===== src/rtl/pc_dbg_ctrl.sv =====
// Debug sequencer: host commands arm a PC breakpoint in pc_debug,
// halt/resume the core and run N-instruction single-steps.
// Ports: clk, reset_b | cmd_valid/ready/op/arg | mv_PC, lock_rq,
// timer_done | pc_timer, pc_init_addr, dbg_halt, dbg_state,
// hit_pulse, hit_pc, cmd_err.
module pc_dbg_ctrl #(
  parameter int PC_W   = 11,
  parameter int STEP_W = 8
) (
  input  logic            clk,
  input  logic            reset_b,
  input  logic            cmd_valid,
  output logic            cmd_ready,
  input  logic [2:0]      cmd_op,
  input  logic [PC_W-1:0] cmd_arg,
  input  logic [PC_W-1:0] mv_PC,
  input  logic            lock_rq,
  input  logic            timer_done,
  output logic [1:0]      pc_timer,
  output logic [PC_W-1:0] pc_init_addr,
  output logic            dbg_halt,
  output logic [2:0]      dbg_state,
  output logic            hit_pulse,
  output logic [PC_W-1:0] hit_pc,
  output logic            cmd_err
);

  typedef enum logic [2:0] {
    IDLE   = 3'd0,
    LOAD   = 3'd1,
    ARMED  = 3'd2,
    HALTED = 3'd3,
    STEP   = 3'd4
  } state_t;

  localparam logic [2:0] OP_NOP    = 3'd0;
  localparam logic [2:0] OP_SET_BP = 3'd1;
  localparam logic [2:0] OP_RUN_BP = 3'd2;
  localparam logic [2:0] OP_STEP   = 3'd3;
  localparam logic [2:0] OP_HALT   = 3'd4;
  localparam logic [2:0] OP_RESUME = 3'd5;
  localparam logic [2:0] OP_CLEAR  = 3'd6;
  localparam logic [2:0] OP_RSVD   = 3'd7;

  state_t              state, nxt;
  logic [PC_W-1:0]     bp_reg, bp_nxt;
  logic [STEP_W-1:0]   step_cnt, cnt_nxt;
  logic [PC_W-1:0]     hp_nxt;
  logic                err_nxt, hit_nxt;
  logic                accept, hit;
  logic [STEP_W-1:0]   step_arg;

  // In ARMED a pending hit blocks commands so the hit wins.
  assign cmd_ready = (state == IDLE) || (state == HALTED) ||
                     ((state == ARMED) && !timer_done);
  assign accept       = cmd_valid && cmd_ready;
  assign hit          = (state == ARMED) && timer_done;
  assign step_arg     = cmd_arg[STEP_W-1:0];
  assign pc_init_addr = bp_reg;
  assign dbg_state    = state;

  always_comb begin
    nxt     = state;
    bp_nxt  = bp_reg;
    cnt_nxt = step_cnt;
    hp_nxt  = hit_pc;
    err_nxt = 1'b0;
    hit_nxt = 1'b0;
    if (hit) begin
      nxt     = HALTED;
      hit_nxt = 1'b1;
      hp_nxt  = mv_PC;
    end else if (state == LOAD) begin
      nxt = ARMED;
    end else if (state == STEP) begin
      if (!lock_rq) begin
        cnt_nxt = step_cnt - 1'b1;
        if (step_cnt == STEP_W'(1)) nxt = HALTED;
      end
    end else if (accept) begin
      case (cmd_op)
        OP_NOP: ;
        OP_SET_BP: begin
          // all-ones can never match, so refuse it
          if (&cmd_arg) err_nxt = 1'b1;
          else          bp_nxt  = cmd_arg;
        end
        OP_RUN_BP: begin
          if (state == ARMED) err_nxt = 1'b1;
          else                nxt     = LOAD;
        end
        OP_STEP: begin
          if (state != HALTED || step_arg == '0) begin
            err_nxt = 1'b1;
          end else begin
            cnt_nxt = step_arg;
            nxt     = STEP;
          end
        end
        OP_HALT:   nxt = HALTED;
        OP_RESUME: if (state == HALTED) nxt = IDLE;
        OP_CLEAR:  nxt = IDLE;
        OP_RSVD:   err_nxt = 1'b1;
        default:   ;
      endcase
    end
  end

  always_ff @(posedge clk or negedge reset_b) begin
    if (!reset_b) begin
      state     <= IDLE;
      bp_reg    <= '0;
      step_cnt  <= '0;
      hit_pc    <= '0;
      hit_pulse <= 1'b0;
      cmd_err   <= 1'b0;
      pc_timer  <= 2'b00;
      dbg_halt  <= 1'b0;
    end else begin
      state     <= nxt;
      bp_reg    <= bp_nxt;
      step_cnt  <= cnt_nxt;
      hit_pc    <= hp_nxt;
      hit_pulse <= hit_nxt;
      cmd_err   <= err_nxt;
      dbg_halt  <= (nxt == HALTED);
      unique case (1'b1)
        (nxt == LOAD):  pc_timer <= 2'b11;
        (nxt == ARMED): pc_timer <= 2'b10;
        default:        pc_timer <= 2'b00;
      endcase
    end
  end

endmodule

===== config.mk =====
export PLATFORM = sky130hd
export DESIGN_NAME = pc_dbg_ctrl
export DESIGN_NICKNAME = d
export VERILOG_FILES = /design/src/rtl/pc_dbg_ctrl.sv
export SDC_FILE = /design/constraint.sdc
export NUM_CORES = 1
export LEC_CHECK = 0
export ABC_AREA = 1
export ABC_CLOCK_PERIOD_IN_PS = 1290
export CORE_UTILIZATION = 42
export CTS_BUF_LIST = sky130_fd_sc_hd__clkbuf_4 sky130_fd_sc_hd__clkbuf_8 sky130_fd_sc_hd__clkbuf_16
export DETAILED_ROUTE_END_ITERATION = 16
export HOLD_SLACK_MARGIN = 0.1
export PLACE_DENSITY_LB_ADDON = 0.15
export SETUP_SLACK_MARGIN = 0.2
export SLEW_MARGIN = 15
export SYNTH_ARGS = -nofsm -noshare
export SYNTH_HDL_FRONTEND = slang
export SYNTH_SLANG_ARGS = --single-unit

===== constraint.sdc =====
create_clock -name clk -period 1.29 [get_ports clk]
set_input_delay 0.258 -clock clk [delete_from_list [all_inputs] [get_ports clk]]
set_output_delay 0.258 -clock clk [all_outputs]
set_load 0.01 [all_outputs]

==> flow_metrics.tcl <==
set metrics [dict create \
    syn_to_final_growth_pct 76.6 \
    crit_buf_inv 3 \
    postLayoutSetupSlackWorst_ps -297 \
    fin_skew_ps 5.57 \
    synth.most_common_cell "nand2_1" \
    setup_violations 39 \
    track_usage 0.240 \
    status "finished with violations" \
    via_count 2230 \
    drc 0 \
    slew_headroom 0.817 \
    synth_area_um2 1970 \
    grt_pass1_vias 2081 \
    rsz0062_at_grt "yes" \
    fin_nets 434 \
    die-width_um 70.4 \
    die_area_um2 4960 \
    synth.avg_cell_area_um2 7.56 \
    hp-class "in -> reg" \
    syn-num-nets 292 \
    synth.area.top_cells "dfrtp_1 (48%), nand2_1 (15%), inv_1 (6.3%)" \
    fin_crit_sh 1.23 \
    cts_tree "done" \
    crit_required_ps 1470 \
    power.density_nw_per_um2 2140 \
    ys_dominant_reg_cell "dfrtp_1" \
    worstMarginPinSlew_ps 273 \
    synth_top_area_frac 0.483 \
    cp_top_family "simple AND/OR/NAND/NOR gates" \
    ctsHtreeMaxLevel 2 \
    clkLatencyLatePin_ps 290 \
    diodes 0 \
    wl_per_cell_um 14.0 \
    routed_wl_um 6370 \
    violations "setup timing" \
    drive_above_1_share 0.447 \
    synth_common_cells "nand2_1 (79), dfrtp_1 (38), inv_1 (33)" \
    critPathKind "reg -> reg" \
    port_buffers 60 \
    startpoint_type "flip-flop" \
    hold_ws_ps 378 \
    cts_buffers 5 \
    cpPeakStageDelay_ps 450 \
    hold_viol 0 \
    path_cells "buf_4, buf_4, nand3_4, inv_2, o21ai_2, nand2_1, nand2_2, nand2_1, nand2_2, nor2_1, nand2_2, nand2_1" \
    synth_seq_cells 38 \
    grt_max_degree 39 \
    vdd_drop_max_mv 1.22 \
    dr.pass1.iters 4 \
    grt_pass1_wl_um 9400 \
    synth_seq_area_share 0.483 \
    cts_sinks 38 \
    fmax_mhz 630 \
    dpl_cell_area_um2 3060 \
    reg2reg_to "pc_timer[1]" \
    vias_per_cell 4.90 \
    path_depth 12 \
    cts_max_path_buffers 2 \
    core_area_um2 4410 \
    maxCapViolCount 0 \
    hpwl_um 3760 \
    ys_types 26 \
    crit_fanout 4 \
    min_period_ps 1590 \
    synth-edff-count 0 \
    grt_antenna_before_repair 0 \
    num_rows 24 \
    r2r_slack_ps -300 \
    syn_inst 260 \
    worstReg2RegStart "dbg_state[0]" \
    async_flop_share 1.00 \
    yosysTopAreaCell "dfrtp_1" \
    yosysWarningCount 0 \
    place.gp.congestion 0.852 \
    crit_end "pc_timer[1]" \
    p_leak_uw 0.00183 \
    die_h_um 70.4 \
    worstSetupEndpointType "flip-flop" \
    setup.worst_path.start "dbg_state[0]" \
    cts_root_buf "clkbuf_8" \
    report.final.slew_viol_count 0 \
    drtIter0Drc 108 \
    final_area_um2 3470 \
    clk_pin_slew_worst_paths_ps 80 \
    ant_nets 0 \
    cp_slowest_cell "dfrtp_2" \
    grt_remaining_overflow 0 \
    initial_core_util 0.446 \
    r2r_cells 12 \
    critPathArrivalTime_ps 1770 \
    boundaryPins 61 \
]
==> final cells by class <==
class                           instances  area (um^2)
Timing Repair Buffer                  141         1150
Clock buffer                            6         82.6
Tap cell                               52         65.1
Inverter                               38          153
Clock inverter                          2         60.1
Fill cell                             301          941
Sequential cell                        38          955
Multi-Input combinational cell        178         1010
==> what timing repair did <==
item | in CTS | in global routing
gates cloned | 1 | 1
setup buffers | 13 | 10
pin swaps | 14 | 15
endpoints found under the setup margin | 69 | 59
hold buffers | 1 | 0
resized for setup | 169 | 31
hold endpoints to repair | 38 | 0
==> tightest hold or removal path, cell delays in order <==
cell            delay [ps]
dlymetal6s2s_1         170
o21ai_2                150
a21oi_1                 60
==> metrics by stage <==
| step | power, uW | utilization | cells | setup TNS, ps | worst slack (ps) |
|---|---|---|---|---|---|
| after detailed placement | 5600 | 0.694 | 421 | -17140 | -590 |
| after global routing | 7920 | 0.787 | 455 | -10320 | -395 |
| after CTS | 6940 | 0.743 | 444 | -3930 | -203 |
| after floorplan | 3620 | - | 260 | -342 | -56.9 |
| after global placement | 5510 | 0.694 | 421 | -14980 | -485 |
| final | 7430 | 0.787 | 455 | -7800 | -297 |
==> kinds of logic after synthesis <==
| kind of cell | after synthesis | synth area share |
|---|---|---|
| compound gates | 41 | 0.115 |
| buf+inv | 44 | 0.0910 |
| fa+ha+maj | 2 | 0.0127 |
| flops | 38 | 0.483 |
| simple gates | 135 | 0.298 |
==> layout by cell type (no fill, tap or decap), types with 2 or more instances in the layout <==
cell type and n:
o21ai_1 17, nand3_1 6, dlygate4sd2_1 9, nor2_2 5, dfrtp_2 3, nand2_2 13, buf_12 3, inv_2 12
a21oi_2 2, buf_2 29, a21oi_1 6, clkdlybuf4s50_1 18, nand3_2 2, nand2_1 71, nand4_1 2, buf_6 10
nand3_4 4, nor2_4 4, o21ai_2 4, nor2_1 22, buf_4 68, o22ai_1 2, inv_1 23, nor3_1 2
bufinv_16 2, dfrtp_1 35, clkbuf_8 6, inv_4 2, o21ai_0 5
==> state kept, by name (all words and copies together), names as in the netlist <==
name	count
dbg_state	3
pc_timer	2
step_cnt	8
hit_pc	11
cmd_err	1
pc_init_addr	11
hit_pulse	1
dbg_halt	1
==> where the power goes <==
part | internal, uW | total [uW] | switching, uW
Combinational | 2070 | 4090 | 2020
Sequential | 1750 | 2080 | 327
Clock | 825 | 1260 | 433
==> worst min path at each step <==
stage,from,end,slack [ps],depth (start not counted)
global route,cmd_op[2],cmd_err,390,3
detailed placement,reset_b,pc_init_addr[10],240,2
CTS,cmd_arg[1],step_cnt[1],450,3
finish,cmd_op[2],cmd_err,380,3
global placement,reset_b,pc_init_addr[7],240,2
floorplan,reset_b,cmd_err,-40,0
==> routing by layer <==
layer | wire length (um) | global-route usage | up-vias | share of wire
li1 | - | - | 1100 | -
met1 | 2670 | 0.315 | 1058 | 0.42
met2 | 3310 | 0.390 | 60 | 0.52
met3 | 256 | 0.0462 | 12 | 0.040
met4 | 141 | 0.0867 | 0 | 0.022
met5 | 0 | 0 | - | 0
Note: power is estimated with default switching activity, not from simulation.
